## src/rtl/hardwired_control_unit_pkg.sv

```systemverilog
// Shared encodings for the hardwired control unit: states, opcodes, select codes
// and the packed control word that drives the accumulator datapath.
package hardwired_control_unit_pkg;

   localparam int DATA_W = 8;
   localparam int IR_W   = 16;

   localparam int FLAG_Z = 0;
   localparam int FLAG_C = 1;
   localparam int FLAG_N = 2;
   localparam int FLAG_O = 3;

   typedef enum logic [2:0] {
      S_INIT = 3'd0,
      S_T0   = 3'd1,
      S_T1   = 3'd2,
      S_T2   = 3'd3,
      S_T3   = 3'd4,
      S_HALT = 3'd5
   } state_t;

   localparam logic [3:0] OP_LD  = 4'h0;
   localparam logic [3:0] OP_ST  = 4'h1;
   localparam logic [3:0] OP_LDI = 4'h2;
   localparam logic [3:0] OP_MOV = 4'h3;
   localparam logic [3:0] OP_ADD = 4'h4;
   localparam logic [3:0] OP_SUB = 4'h5;
   localparam logic [3:0] OP_AND = 4'h6;
   localparam logic [3:0] OP_OR  = 4'h7;
   localparam logic [3:0] OP_XOR = 4'h8;
   localparam logic [3:0] OP_NOT = 4'h9;
   localparam logic [3:0] OP_LSL = 4'hA;
   localparam logic [3:0] OP_LSR = 4'hB;
   localparam logic [3:0] OP_BRA = 4'hC;
   localparam logic [3:0] OP_BNE = 4'hD;
   localparam logic [3:0] OP_INC = 4'hE;
   localparam logic [3:0] OP_HLT = 4'hF;

   localparam logic [1:0] FS_DEC  = 2'b00;
   localparam logic [1:0] FS_INC  = 2'b01;
   localparam logic [1:0] FS_LOAD = 2'b10;
   localparam logic [1:0] FS_CLR  = 2'b11;

   localparam logic [3:0] ALU_PASS_A = 4'b0000;
   localparam logic [3:0] ALU_NOT    = 4'b0011;
   localparam logic [3:0] ALU_ADD    = 4'b0100;
   localparam logic [3:0] ALU_SUB    = 4'b0110;
   localparam logic [3:0] ALU_AND    = 4'b0111;
   localparam logic [3:0] ALU_OR     = 4'b1000;
   localparam logic [3:0] ALU_XOR    = 4'b1001;
   localparam logic [3:0] ALU_LSL    = 4'b1010;
   localparam logic [3:0] ALU_LSR    = 4'b1011;

   localparam logic [1:0] MUXA_IR   = 2'b00;
   localparam logic [1:0] MUXA_MEM  = 2'b01;
   localparam logic [1:0] MUXA_ARFC = 2'b10;
   localparam logic [1:0] MUXA_ALU  = 2'b11;
   localparam logic [1:0] MUXB_IR   = 2'b01;
   localparam logic [1:0] MUXB_MEM  = 2'b10;
   localparam logic [1:0] MUXB_ALU  = 2'b11;
   localparam logic       MUXC_ARF  = 1'b0;
   localparam logic       MUXC_RF   = 1'b1;

   localparam logic [1:0] ARF_PC = 2'b00;
   localparam logic [1:0] ARF_AR = 2'b10;
   localparam logic [1:0] ARF_SP = 2'b11;

   localparam logic [2:0] ARF_EN_NONE = 3'b111;
   localparam logic [2:0] ARF_EN_ALL  = 3'b000;
   localparam logic [2:0] ARF_EN_PC   = 3'b110;
   localparam logic [2:0] ARF_EN_AR   = 3'b101;
   localparam logic [3:0] RF_EN_NONE  = 4'b1111;
   localparam logic [3:0] RF_EN_ALL   = 4'b0000;

   typedef struct packed {
      logic [1:0] rf_out_a_sel;
      logic [1:0] rf_out_b_sel;
      logic [1:0] rf_fun_sel;
      logic [3:0] rf_reg_sel;
      logic [3:0] alu_fun_sel;
      logic [1:0] arf_out_c_sel;
      logic [1:0] arf_out_d_sel;
      logic [1:0] arf_fun_sel;
      logic [2:0] arf_reg_sel;
      logic       ir_lh;
      logic       ir_enable;
      logic [1:0] ir_fun_sel;
      logic       mem_wr;
      logic       mem_cs;
      logic [1:0] mux_a_sel;
      logic [1:0] mux_b_sel;
      logic       mux_c_sel;
      logic       halted;
   } ctrl_t;

   localparam ctrl_t CTRL_IDLE = '{
      rf_out_a_sel: 2'b00, rf_out_b_sel: 2'b00, rf_fun_sel: FS_LOAD, rf_reg_sel: RF_EN_NONE,
      alu_fun_sel: ALU_PASS_A, arf_out_c_sel: ARF_PC, arf_out_d_sel: ARF_PC,
      arf_fun_sel: FS_LOAD, arf_reg_sel: ARF_EN_NONE, ir_lh: 1'b0, ir_enable: 1'b0,
      ir_fun_sel: FS_LOAD, mem_wr: 1'b0, mem_cs: 1'b1, mux_a_sel: MUXA_IR,
      mux_b_sel: 2'b00, mux_c_sel: MUXC_ARF, halted: 1'b0
   };

   // Register-file enables are active-low, one bit per register R1..R4.
   function automatic logic [3:0] rf_enable(input logic [1:0] code);
      return ~(4'b0001 << code);
   endfunction

   function automatic logic [3:0] alu_code(input logic [3:0] opc);
      case (opc)
         OP_ADD:  return ALU_ADD;
         OP_SUB:  return ALU_SUB;
         OP_AND:  return ALU_AND;
         OP_OR:   return ALU_OR;
         OP_XOR:  return ALU_XOR;
         OP_LSL:  return ALU_LSL;
         OP_LSR:  return ALU_LSR;
         default: return ALU_PASS_A;
      endcase
   endfunction

endpackage

```

## src/rtl/hardwired_control_unit_cu_decoder.sv

```systemverilog
// Combinational decode of state, instruction high byte and ALU flags into the
// full datapath control word.
module cu_decoder
   import hardwired_control_unit_pkg::*;
(
   input  state_t            state,
   input  logic [DATA_W-1:0] ir_hi,
   input  logic [3:0]        flags,
   output ctrl_t             ctrl
);

   logic [3:0] opc;
   logic [1:0] rd;
   logic [1:0] rs;
   logic       unused_flags;

   assign opc          = ir_hi[7:4];
   assign rd           = ir_hi[3:2];
   assign rs           = ir_hi[1:0];
   assign unused_flags = ^{flags[FLAG_C], flags[FLAG_N], flags[FLAG_O]};

   always_comb begin
      ctrl = CTRL_IDLE;
      case (state)
         S_INIT: begin
            ctrl.rf_reg_sel  = RF_EN_ALL;
            ctrl.rf_fun_sel  = FS_CLR;
            ctrl.arf_reg_sel = ARF_EN_ALL;
            ctrl.arf_fun_sel = FS_CLR;
         end
         S_T0, S_T1: begin
            ctrl.arf_out_d_sel = ARF_PC;
            ctrl.mem_cs        = 1'b0;
            ctrl.ir_enable     = 1'b1;
            ctrl.ir_fun_sel    = FS_LOAD;
            ctrl.ir_lh         = (state == S_T1);
            ctrl.arf_reg_sel   = ARF_EN_PC;
            ctrl.arf_fun_sel   = FS_INC;
         end
         S_T2: begin
            case (opc)
               OP_LD, OP_ST: begin
                  ctrl.mux_b_sel   = MUXB_IR;
                  ctrl.arf_reg_sel = ARF_EN_AR;
               end
               OP_LDI: begin
                  ctrl.mux_a_sel  = MUXA_IR;
                  ctrl.rf_reg_sel = rf_enable(rd);
               end
               OP_MOV: begin
                  ctrl.rf_out_a_sel = rs;
                  ctrl.mux_c_sel    = MUXC_RF;
                  ctrl.mux_a_sel    = MUXA_ALU;
                  ctrl.rf_reg_sel   = rf_enable(rd);
               end
               OP_ADD, OP_SUB, OP_AND, OP_OR, OP_XOR: begin
                  ctrl.rf_out_a_sel = rd;
                  ctrl.rf_out_b_sel = rs;
                  ctrl.mux_c_sel    = MUXC_RF;
                  ctrl.alu_fun_sel  = alu_code(opc);
                  ctrl.mux_a_sel    = MUXA_ALU;
                  ctrl.rf_reg_sel   = rf_enable(rd);
               end
               OP_NOT: begin
                  ctrl.rf_out_b_sel = rs;
                  ctrl.alu_fun_sel  = ALU_NOT;
                  ctrl.mux_a_sel    = MUXA_ALU;
                  ctrl.rf_reg_sel   = rf_enable(rd);
               end
               OP_LSL, OP_LSR: begin
                  ctrl.rf_out_a_sel = rd;
                  ctrl.mux_c_sel    = MUXC_RF;
                  ctrl.alu_fun_sel  = alu_code(opc);
                  ctrl.mux_a_sel    = MUXA_ALU;
                  ctrl.rf_reg_sel   = rf_enable(rd);
               end
               OP_BRA: begin
                  ctrl.mux_b_sel   = MUXB_IR;
                  ctrl.arf_reg_sel = ARF_EN_PC;
               end
               OP_BNE: begin
                  if (!flags[FLAG_Z]) begin
                     ctrl.mux_b_sel   = MUXB_IR;
                     ctrl.arf_reg_sel = ARF_EN_PC;
                  end
               end
               OP_INC: begin
                  ctrl.rf_fun_sel = FS_INC;
                  ctrl.rf_reg_sel = rf_enable(rd);
               end
               // HLT issues nothing here; the state machine moves to HALT.
               default: ;
            endcase
         end
         S_T3: begin
            case (opc)
               OP_LD: begin
                  ctrl.arf_out_d_sel = ARF_AR;
                  ctrl.mem_cs        = 1'b0;
                  ctrl.mux_a_sel     = MUXA_MEM;
                  ctrl.rf_reg_sel    = rf_enable(rd);
               end
               OP_ST: begin
                  ctrl.rf_out_a_sel  = rs;
                  ctrl.mux_c_sel     = MUXC_RF;
                  ctrl.alu_fun_sel   = ALU_PASS_A;
                  ctrl.arf_out_d_sel = ARF_AR;
                  ctrl.mem_cs        = 1'b0;
                  ctrl.mem_wr        = 1'b1;
               end
               default: ;
            endcase
         end
         S_HALT: ctrl.halted = 1'b1;
         default: ;
      endcase
   end

endmodule

```

## src/rtl/hardwired_control_unit.sv

```systemverilog
// Hardwired control unit top: state register and sequencing; all control
// outputs come from the combinational decoder.
module hardwired_control_unit
   import hardwired_control_unit_pkg::*;
(
   input  logic            Clock,
   input  logic            Reset,
   input  logic [IR_W-1:0] IR_In,
   input  logic [3:0]      Flags,
   output logic [1:0]      RF_OutASel,
   output logic [1:0]      RF_OutBSel,
   output logic [1:0]      RF_FunSel,
   output logic [3:0]      RF_RegSel,
   output logic [3:0]      ALU_FunSel,
   output logic [1:0]      ARF_OutCSel,
   output logic [1:0]      ARF_OutDSel,
   output logic [1:0]      ARF_FunSel,
   output logic [2:0]      ARF_RegSel,
   output logic            IR_LH,
   output logic            IR_Enable,
   output logic [1:0]      IR_Funsel,
   output logic            Mem_WR,
   output logic            Mem_CS,
   output logic [1:0]      MuxASel,
   output logic [1:0]      MuxBSel,
   output logic            MuxCSel,
   output logic            Halted,
   output logic [2:0]      SC
);

   state_t     state;
   state_t     next_state;
   ctrl_t      ctrl;
   logic [3:0] opc;
   logic       unused_ir;

   assign opc       = IR_In[IR_W-1 -: 4];
   assign unused_ir = ^IR_In[IR_W-DATA_W-1:0];

   always_ff @(posedge Clock or posedge Reset) begin
      if (Reset) state <= S_INIT;
      else       state <= next_state;
   end

   // LD/ST need a second execute cycle for the memory access; HLT parks in HALT.
   always_comb begin
      next_state = state;
      case (state)
         S_INIT: next_state = S_T0;
         S_T0:   next_state = S_T1;
         S_T1:   next_state = S_T2;
         S_T2: begin
            if (opc == OP_HLT)                      next_state = S_HALT;
            else if (opc == OP_LD || opc == OP_ST)  next_state = S_T3;
            else                                    next_state = S_T0;
         end
         S_T3:   next_state = S_T0;
         S_HALT: next_state = S_HALT;
         default: next_state = S_INIT;
      endcase
   end

   cu_decoder u_decoder (
      .state (state),
      .ir_hi (IR_In[IR_W-1 -: DATA_W]),
      .flags (Flags),
      .ctrl  (ctrl)
   );

   assign RF_OutASel  = ctrl.rf_out_a_sel;
   assign RF_OutBSel  = ctrl.rf_out_b_sel;
   assign RF_FunSel   = ctrl.rf_fun_sel;
   assign RF_RegSel   = ctrl.rf_reg_sel;
   assign ALU_FunSel  = ctrl.alu_fun_sel;
   assign ARF_OutCSel = ctrl.arf_out_c_sel;
   assign ARF_OutDSel = ctrl.arf_out_d_sel;
   assign ARF_FunSel  = ctrl.arf_fun_sel;
   assign ARF_RegSel  = ctrl.arf_reg_sel;
   assign IR_LH       = ctrl.ir_lh;
   assign IR_Enable   = ctrl.ir_enable;
   assign IR_Funsel   = ctrl.ir_fun_sel;
   assign Mem_WR      = ctrl.mem_wr;
   assign Mem_CS      = ctrl.mem_cs;
   assign MuxASel     = ctrl.mux_a_sel;
   assign MuxBSel     = ctrl.mux_b_sel;
   assign MuxCSel     = ctrl.mux_c_sel;
   assign Halted      = ctrl.halted;
   assign SC          = state;

endmodule

```

## config.mk

```make
export PLATFORM = sky130hd
export DESIGN_NAME = hardwired_control_unit
export DESIGN_NICKNAME = d
export VERILOG_FILES = /design/src/rtl/hardwired_control_unit_pkg.sv /design/src/rtl/hardwired_control_unit_cu_decoder.sv /design/src/rtl/hardwired_control_unit.sv
export SDC_FILE = /design/constraint.sdc
export NUM_CORES = 1
export LEC_CHECK = 0
export BUFFER_PORTS_ARGS = -buffer_cell sky130_fd_sc_hd__buf_2
export CAP_MARGIN = 40
export CORE_MARGIN = 10
export CORE_UTILIZATION = 36
export DETAILED_ROUTE_END_ITERATION = 10
export PLACE_DENSITY_LB_ADDON = 0.2
export SKIP_LAST_GASP = 1
export SLEW_MARGIN = 20
export SYNTH_ARGS = -nofsm -noshare
export SYNTH_HDL_FRONTEND = slang
export SYNTH_HIERARCHICAL = 1
export SYNTH_SLANG_ARGS = --single-unit
```

## constraint.sdc

```tcl
create_clock -name Clock -period 1.1 [get_ports Clock]
set_input_delay 0.055 -clock Clock [delete_from_list [all_inputs] [get_ports Clock]]
set_output_delay 0.055 -clock Clock [all_outputs]
set_load 0.01 [all_outputs]
```

==> results_dict.tcl, run 1 <==
set metrics [dict create \
    status "finished, violations left" \
    violations "setup timing" \
    worstSetupEndpoint "Mem_WR" \
    post-route-util 0.681 \
    pwr-share-comb 0.392 \
    finalHoldViolations 0 \
    grt.overflow.total 0 \
    rr_worst_depth 4 \
    critPathLaunch "SC[1]$_DFF_PP0_" \
    drc 0 \
    cp-start-kind "flip-flop" \
    vdd_drop_max_uv 457 \
    root_buffer "clkbuf_4" \
    power.share.clock 0.386 \
    crit_required_ns 1.04 \
    grt_max_degree 14 \
    drt_iter0_markers 15 \
    slew_headroom 0.659 \
    netSwitchingPower_uw 164 \
    grt_pass1_vias 987 \
    crit_path_end_kind "primary output" \
    critPathArrivalTime_ns 1.56 \
    leakage_uw 0.000693 \
    synth_area_sq_um 801 \
    postRouteAntennaNets 0 \
    whs_ns 0.234 \
    critPathKind "flip-flop to primary output" \
    setup_viol 30 \
    yosysWarnings 6 \
    p_per_area_mw_per_mm2 337 \
    fmax_mhz 621 \
    viasPerCell 4.84 \
    period_minus_slack_ns 1.61 \
    hold_class "primary input to asynchronous set/reset pin" \
    clk_latency_ns 0.23 \
    p_seq_frac 0.223 \
    dieArea_sq_mm 0.00451 \
    sw_frac_of_total 0.328 \
    clockBufferDepth 2 \
    finalCritPeriodShare 1.46 \
    r2r_start "SC[0]$_DFF_PP0_" \
    place_hpwl_microns 2320 \
    diodes 0 \
    rsz0062_at_grt "true" \
    max_cap_violations 0 \
    r2r_end "SC[0]$_DFF_PP0_" \
    wl_microns 2860 \
    numCtsBuffers 3 \
    core-area_sq_mm 0.00217 \
    largest_reg_flops 3 \
    grt_antenna_before_repair 0 \
    grt_pass1_wl_microns 4510 \
    max_slew.worst_pin.slew_ns 0.499 \
    die_h_microns 67.2 \
    worst_slack_ns -0.510 \
    postLayoutCellArea_sq_mm 0.00148 \
    clkTransAtPathRegs_ns 0.04 \
    yosysSeqAreaShare 0.0938 \
    drv_slew 0 \
    via_count 973 \
    nFillCells 189 \
    portBuffers 42 \
    drtPass1Iterations 4 \
    die_w_microns 67.2 \
    synthCells 102 \
    tritoncts "done" \
    post_drt_wl_per_cell_microns 14.2 \
    synth.distinct_cells 45 \
    syn2layout_area_growth_pct 84.5 \
    cts_sinks 3 \
    globalplace.congestion 0.811 \
    p_int_uw 335 \
    placed_cell_area_sq_mm 0.00129 \
    ys_ff_latch 3 \
    drive_gt1_frac 0.665 \
    htreeDepth 1 \
    reg2reg_slack_ns 0.01 \
    fin_nets 200 \
    clock_skew_ns 0.000888 \
    ios 60 \
    track_usage 0.124 \
    worstPathMaxFanout 6 \
    initial_core_util 0.369 \
    rows 17 \
    syn_avg_cell_area_sq_um 7.85 \
]
## worst max-delay path, cell delays in order (launching register included)
cell and delay [ns]:
dfrtp_2 0.44, buf_4 0.15, buf_6 0.11, nor2_4 0.13
and3_4 0.24, and2_4 0.14, buf_4 0.11
## synthesized netlist by cell type, drive strengths merged
library cell,instances,share of area
and3,2,0.016
nor3b,2,0.025
ha,4,0.063
buf,11,0.12
o21a,2,0.019
a211oi,2,0.019
o31a,3,0.034
nand3b,3,0.033
or2,1,0.011
conb,2,0.0094
xnor2,1,0.011
and2,1,0.0078
or3,1,0.014
o21bai,1,0.0094
nand2b,3,0.023
xor2,1,0.020
clkbuf,1,0.0094
a21o,1,0.0094
o21ai,4,0.025
o221ai,4,0.044
dfrtp,3,0.094
nand3,1,0.0062
nand2,4,0.019
inv,10,0.047
nor2,12,0.059
mux2i,1,0.013
and2b,1,0.0094
and3b,2,0.022
a2111oi,1,0.011
nor2b,4,0.031
o211ai,1,0.016
o32ai,3,0.056
nor4b,1,0.030
a31oi,1,0.0078
a21oi,5,0.036
and4b,1,0.013
nand4,1,0.0078
## cells by family (layout without fill, tap and decap cells)
family | after synthesis | in the layout | share of synthesized area
fa+ha+maj | 4 | 4 | 0.0625
flops | 3 | 3 | 0.0937
simple gates | 40 | 40 | 0.327
mux | 1 | 1 | 0.0125
buf+inv | 22 | 89 | 0.178
other cells | 2 | 6 | 0.00938
compound gates | 28 | 28 | 0.286
xor+xnor | 2 | 2 | 0.0313
## cell type report
| type | instances | area, sq um | share of cell area |
|---|---|---|---|
| tap | 28 | 35.0 | 0.0237 |
| sequential | 3 | 78.8 | 0.0533 |
| multi-input combinational | 81 | 753 | 0.510 |
| clock buffer | 4 | 26.3 | 0.0178 |
| timing repair buffer | 75 | 547 | 0.370 |
| inverter | 10 | 37.5 | 0.0254 |
## metal layers
metal  vias up  track usage  wire (microns)
met5         -            0               0
met4         0       0.0154               0
met3         0       0.0496             255
met2        29        0.238            1510
met1       454        0.125            1090
li1        490            -               -
## what timing repair did
action | in CTS | in global routing
setup buffers | 2 | 2
setup endpoints to repair | 31 | 32
endpoints found under the hold margin | 3 | 0
gates cloned | 0 | 0
hold buffers | 1 | 0
pin swaps | 7 | 3
gates resized for setup | 15 | 10
## power by group through the flow
stage	sequential (uW)	clock, uW	combinational [uW]
finish	111	192	195
detailed placement	112	0	184
global placement	112	0	179
CTS	111	198	191
global route	111	218	213
floorplan	112	0	112
## metrics by stage
stage	instances	setup WS [ns]	power [uW]	setup TNS, ns
2_1_floorplan	106	-0.130	224	-1.46
4_1_cts	199	-0.490	499	-10.27
3_3_place_gp	192	-0.224	292	-4.00
6_report	201	-0.510	498	-10.70
5_1_grt	201	-0.592	542	-12.76
3_5_place_dp	192	-0.257	297	-4.58
## cell usage in the layout (no fill, tap or decap), drive strengths merged, types with 2 or more instances in the layout
cell	synthesis	final
a211oi	2	2
clkbuf	1	4
o31a	3	3
o21a	2	2
nand3b	3	3
and3	2	2
and3b	2	2
inv	10	10
nand2b	3	3
dfrtp	3	3
conb	2	6
a21oi	5	5
o32ai	3	3
nor2	12	12
ha	4	4
o221ai	4	4
o21ai	4	4
nand2	4	4
nor2b	4	4
nor3b	2	2
buf	11	74
## how the worst min path moves through the flow
stage / end / depth (start not counted) / slack, ns / start
finish: SC[1]$_DFF_PP0_ / 3 / 0.23 / Reset
global placement: SC[2]$_DFF_PP0_ / 2 / -0.08 / Reset
floorplan: SC[0]$_DFF_PP0_ / 1 / -0.19 / Reset
detailed placement: SC[2]$_DFF_PP0_ / 2 / -0.07 / Reset
CTS: SC[1]$_DFF_PP0_ / 3 / 0.23 / Reset
global route: SC[2]$_DFF_PP0_ / 3 / 0.25 / Reset
Note: power is estimated with default switching activity, not from simulation.
==> run 2, diff against run 1 <==
Settings changed: BUFFER_PORTS_ARGS -buffer_cell sky130_fd_sc_hd__buf_2 to default, CORE_UTILIZATION 36 to 40, DONT_BUFFER_PORTS from default to 1.
==> run 2 against run 1 <==
Against the previous run:
- the run still ends with setup timing left
- combinational power down 42%
- sequential power about the same
- worst setup slack better by 0.12 ns
- clock-buffer cell count unchanged
- global-route usage down 0.83 points
- die area down 7.1%
- clock skew up 0.0019 ns
- register-to-register slack better by 0.02 ns
- critical path type unchanged
==> results_dict.tcl, run 2 (synthesized netlist as in run 1, its figures left out) <==
set metrics [dict create \
    status "finished, violations left" \
    violations "setup timing" \
    crit_path_end_kind "primary output" \
    tritoncts "done" \
    critPathKind "flip-flop to primary output" \
    viasPerCell 5.45 \
    fmax_mhz 669 \
    drc 0 \
    clock_skew_ns 0.00278 \
    drtPass1Iterations 3 \
    finalHoldViolations 0 \
    placed_cell_area_sq_mm 0.00101 \
    dieArea_sq_mm 0.00419 \
    postLayoutCellArea_sq_mm 0.00123 \
    drv_slew 0 \
    diodes 0 \
    fin_nets 148 \
    portBuffers 0 \
    setup_viol 28 \
    rsz0062_at_grt "true" \
    drive_gt1_frac 0.570 \
    finalCritPeriodShare 1.36 \
    max_cap_violations 0 \
    critPathArrivalTime_ns 1.44 \
    crit_required_ns 1.04 \
    numCtsBuffers 3 \
    via_count 807 \
    worstPathMaxFanout 5 \
    die_w_microns 64.7 \
    ios 60 \
    cts_sinks 3 \
    clkTransAtPathRegs_ns 0.04 \
    whs_ns 0.0193 \
    wl_microns 2590 \
    vdd_drop_max_uv 655 \
    power_uw 422 \
    place_hpwl_microns 2000 \
    grt_max_degree 17 \
    cp-start-kind "flip-flop" \
    final_cell_mix "buf_4 (15), inv_1 (9), nor2_4 (7), conb_1 (6), nor2_1 (5)" \
    clk_latency_ns 0.23 \
    reg2reg_slack_ns 0.03 \
    nFillCells 170 \
    rows 16 \
    leakage_uw 0.000467 \
    clockBufferDepth 2 \
    post-place-ws_ns -0.158 \
    max_slew.worst_pin.slew_ns 0.578 \
    htreeDepth 1 \
    p_per_area_mw_per_mm2 344 \
    drt_iter0_markers 14 \
    syn2layout_area_growth_pct 53.1 \
    grt_pass1_vias 765 \
    largest_reg_flops 3 \
    initial_core_util 0.412 \
    grt_pass1_wl_microns 4060 \
    track_usage 0.115 \
    core-area_sq_mm 0.00194 \
    grt.overflow.total 0 \
    post-route-util 0.631 \
    postRouteAntennaNets 0 \
    die_h_microns 64.7 \
    worst_slack_ns -0.395 \
    period_minus_slack_ns 1.49 \
    slew_headroom 0.614 \
    root_buffer "clkbuf_4" \
    post_drt_wl_per_cell_microns 17.5 \
    final_common_cell "buf_4" \
    globalplace.congestion 0.804 \
    hold_class "primary input to flip-flop" \
    grt_antenna_before_repair 0 \
]
run 2: critical path: stages, from the launching register on:
cell and delay (ns):
dfrtp_2 0.44, buf_12 0.15, nor4b_4 0.25, o211ai_2 0.17, o32ai_2 0.20
run 2: final timing paths:
kind                                 start         endpoint  cells past startpoint
max                        SC[1]$_DFF_PP0_    RF_OutASel[0]                      4
min                              IR_In[14]  SC[2]$_DFF_PP0_                      2
min in group asynchronous            Reset  SC[1]$_DFF_PP0_                      2
max reg2reg                SC[1]$_DFF_PP0_  SC[2]$_DFF_PP0_                      4
max in group asynchronous            Reset  SC[2]$_DFF_PP0_                      2
min reg2reg                SC[2]$_DFF_PP0_  SC[1]$_DFF_PP0_                      2
run 2: layout make-up:
| class | count | area (sq um) | area share |
|---|---|---|---|
| Sequential cell | 3 | 78.8 | 0.0643 |
| Multi-Input combinational cell | 81 | 822 | 0.670 |
| Timing Repair Buffer | 23 | 228 | 0.186 |
| Clock buffer | 4 | 26.3 | 0.0214 |
| Tap cell | 27 | 33.8 | 0.0276 |
| Inverter | 10 | 37.5 | 0.0306 |
run 2: routing by layer:
| layer | GRT usage | part of all wire | up-vias |
|---|---|---|---|
| met5 | 0 | 0 | - |
| met4 | 0.00802 | 0 | 0 |
| met3 | 0.0515 | 0.081 | 0 |
| met2 | 0.202 | 0.52 | 26 |
| met1 | 0.131 | 0.39 | 396 |
| li1 | - | - | 385 |
run 2: report_power, final:
| part | switching (uW) | total (uW) | internal (uW) | leakage [uW] |
|---|---|---|---|---|
| Sequential | 0 | 111 | 111 | 0.0000292 |
| Clock | 61.2 | 197 | 136 | 0.0000150 |
| Combinational | 75.1 | 114 | 38.6 | 0.000423 |
run 2: timing repair:
item                                    CTS  global route
endpoints found under the setup margin   29            30
pin swaps                                 7             6
buffers inserted                          2             3
gates resized for setup                  15            11
hold buffers                              1             0
hold endpoints to repair                  3             0
run 2: per-stage QoR:
step / setup TNS, ns / cells
floorplan: -1.46 / 106
global placement: -1.40 / 138
detailed placement: -1.71 / 138
CTS: -8.53 / 145
global route: -10.05 / 148
finish: -8.18 / 148
==> run 3, diff against run 2 <==
Settings changed: HOLD_SLACK_MARGIN from default to 0.08, SYNTH_HIERARCHICAL 1 to default.
==> run 3 against run 2 <==
Against the previous run:
- the run still ends with setup timing left
- non-clock buffer count rose by 18
- final area rose by 8.0%
- core utilization rose by 12 points
- die area fell by 3.9%
- fmax fell by 7.1%
- sequential share of layout area fell by 0.57 points
==> results_dict.tcl, run 3 <==
set metrics [dict create \
    period_minus_slack_ns 1.61 \
    grt_util_met3 0.0565 \
    p_per_area_mw_per_mm2 2770 \
    worstSetupEndpoint "Halted" \
    cts_sinks 3 \
    cp-start-kind "flip-flop" \
    synthCells 104 \
    sw_frac_of_total 0.460 \
    cp_common_cell "buf_6" \
    nFillCells 132 \
    synthFlopType "dfrtp_1" \
    clock_skew_ns 0.00480 \
    final_common_cell "buf_6" \
    setup_viol 32 \
    htreeDepth 1 \
    drtPass1Iterations 4 \
    dieArea_sq_mm 0.00403 \
    r2r_start "SC[1]$_DFF_PP0_" \
    clkTransAtPathRegs_ns 0.04 \
    p_seq_frac 0.069 \
    drc 0 \
    gr-usage-met2 0.246 \
    postLayoutCellArea_sq_mm 0.00132 \
    synth_common_cells "nand2_1 (11), nor2_1 (11), a21oi_1 (6), buf_4 (6)" \
    grt.overflow.total 0 \
    numCtsBuffers 3 \
    netSwitchingPower_uw 1690 \
    reg2reg_slack_ns -0.46 \
    leakage_uw 0.000583 \
    grt_pass1_vias 933 \
    place_hpwl_microns 2000 \
    rr_worst_depth 7 \
    rsz0062_at_grt "true" \
    synthArstFlopShare 1.00 \
    grt_pass1_wl_microns 4600 \
    critPathArrivalTime_ns 1.55 \
    diodes 0 \
    synth_top_area_frac 0.0993 \
    critPathLaunch "SC[1]$_DFF_PP0_" \
    dp_cells 146 \
    die_h_microns 63.5 \
    critPathKind "flip-flop to primary output" \
    fmax_mhz 622 \
    crit_path_end_kind "primary output" \
    syn2layout_area_growth_pct 75.2 \
    post-route-util 0.750 \
    yosysSeqAreaShare 0.0993 \
    wl_microns 3090 \
    drive_gt1_frac 0.647 \
    drt_iter0_markers 27 \
    p_int_uw 1980 \
    fin_nets 162 \
    worst_slack_ns -0.509 \
    crit_buf_inv 4 \
    postRouteAntennaNets 0 \
    crit_cells 6 \
    gr-max-usage-layer "met2" \
    pwr-share-comb 0.877 \
    slowest_stage "dfrtp_1" \
    synth.distinct_cells 41 \
    core-area_sq_mm 0.00176 \
    synth_area_leaders "dfrtp_1 (9.9%), buf_6 (7.5%), buf_4 (6.0%)" \
    placed_cell_area_sq_um 960 \
    slowest_delay_ns 0.41 \
    via_count 863 \
    tritoncts "done" \
    final_cells 164 \
    portBuffers 0 \
    whs_ns 0.123 \
    viasPerCell 5.26 \
    initial_core_util 0.428 \
    hold_class "primary input to asynchronous set/reset pin" \
    max_cap_violations 0 \
    synth_edf_count 0 \
    ys_ff_latch 3 \
    largest_reg_flops 3 \
    yosysWarnings 0 \
    finalCritPeriodShare 1.46 \
    root_buffer "clkbuf_4" \
    globalplace.congestion 0.779 \
    grt_antenna_before_repair 0 \
    drv_slew 0 \
    r2r_end "SC[2]$_DFF_PP0_" \
    finalHoldViolations 0 \
    die_w_microns 63.5 \
    yosysTopAreaCell "dfrtp_1" \
    cp_cell_sequence "buf_6 -> and2b_2 -> buf_4 -> buf_6 -> and2_4 -> buf_6" \
    vdd_drop_max_uv 2310 \
    synth_area_sq_um 756 \
    syn_avg_cell_area_sq_um 7.27 \
    ios 60 \
    grt_max_degree 14 \
    violations "setup timing" \
    post_drt_wl_per_cell_microns 18.8 \
    crit_required_ns 1.04 \
    grtUsageMet1 0.138 \
    rows 15 \
    status "finished, violations left" \
    clockBufferDepth 2 \
    worstPathMaxFanout 5 \
    power.share.clock 0.054 \
    cp_top_family "buffers and inverters" \
    final_cell_mix "buf_6 (22), buf_4 (17), nand2_1 (8), nor2_4 (6), conb_1 (6)" \
    clk_latency_ns 0.24 \
    track_usage 0.135 \
]
[run 3: cell types whose count changed after synthesis, sizes merged, moves of 3 or more]
cell / change
ha: -4
nand2: +8
nand3: +4
o22ai: +3
o221ai: -4
o31a: -3
inv: -6
o32ai: -3
and2: +3
[run 3: timing repair]
| action | in CTS | in global routing |
|---|---|---|
| hold buffers | 1 | 0 |
| setup buffers | 9 | 4 |
| pin swaps | 15 | 10 |
| gates resized for setup | 34 | 20 |
| endpoints found under the setup margin | 31 | 32 |
| endpoints found under the hold margin | 3 | 0 |
[run 3: area by class of cell]
| class | instances | area [sq um] | share of cell area |
|---|---|---|---|
| Multi-Input combinational cell | 87 | 768 | 0.580 |
| Timing Repair Buffer | 41 | 405 | 0.306 |
| Sequential cell | 3 | 77.6 | 0.0586 |
| Tap cell | 25 | 31.3 | 0.0236 |
| Clock buffer | 4 | 26.3 | 0.0198 |
| Inverter | 4 | 15.0 | 0.0113 |
[run 3: logic make-up (layout without fill, tap and decap cells)]
kind of cell / count (synthesis) / in the layout / synth area share
flops: 3 / 3 / 0.0993
xor+xnor: 1 / 1 / 0.0116
other cells: 2 / 6 / 0.00994
buf+inv: 18 / 49 / 0.185
simple gates: 56 / 56 / 0.442
compound gates: 24 / 24 / 0.252
[run 3: worst min-delay path by stage]
| stage | end | start | slack, ns | depth (start not counted) |
|---|---|---|---|---|
| floorplan | SC[1]$_DFF_PP0_ | Reset | -0.19 | 1 |
| global placement | SC[1]$_DFF_PP0_ | Reset | -0.18 | 1 |
| detailed placement | SC[1]$_DFF_PP0_ | Reset | -0.18 | 1 |
| CTS | SC[1]$_DFF_PP0_ | Reset | 0.13 | 2 |
| global route | MuxBSel[0] | IR_In[13] | 0.14 | 1 |
| finish | SC[1]$_DFF_PP0_ | Reset | 0.12 | 2 |
[run 3: stage by stage]
stage          TNS (ns)  power [uW]  setup WS, ns
3_3_place_gp      -4.01        2340        -0.222
4_1_cts          -11.39        3190        -0.458
3_5_place_dp      -4.27        2360        -0.258
2_1_floorplan     -2.09        1640        -0.199
5_1_grt          -13.49        3890        -0.558
6_report         -11.93        3670        -0.509
[run 3: metal layers]
layer,vias to the layer above,share of wire
met5,-,0
met4,0,0.0071
met3,2,0.086
met2,32,0.54
met1,417,0.36
li1,412,-
[run 3: power groups by stage]
| stage | combinational (uW) | clock [uW] | sequential (uW) |
|---|---|---|---|
| floorplan | 1400 | 0 | 238 |
| global placement | 2100 | 0 | 238 |
| detailed placement | 2130 | 0 | 239 |
| CTS | 2750 | 201 | 242 |
| global route | 3420 | 213 | 262 |
| finish | 3220 | 199 | 252 |
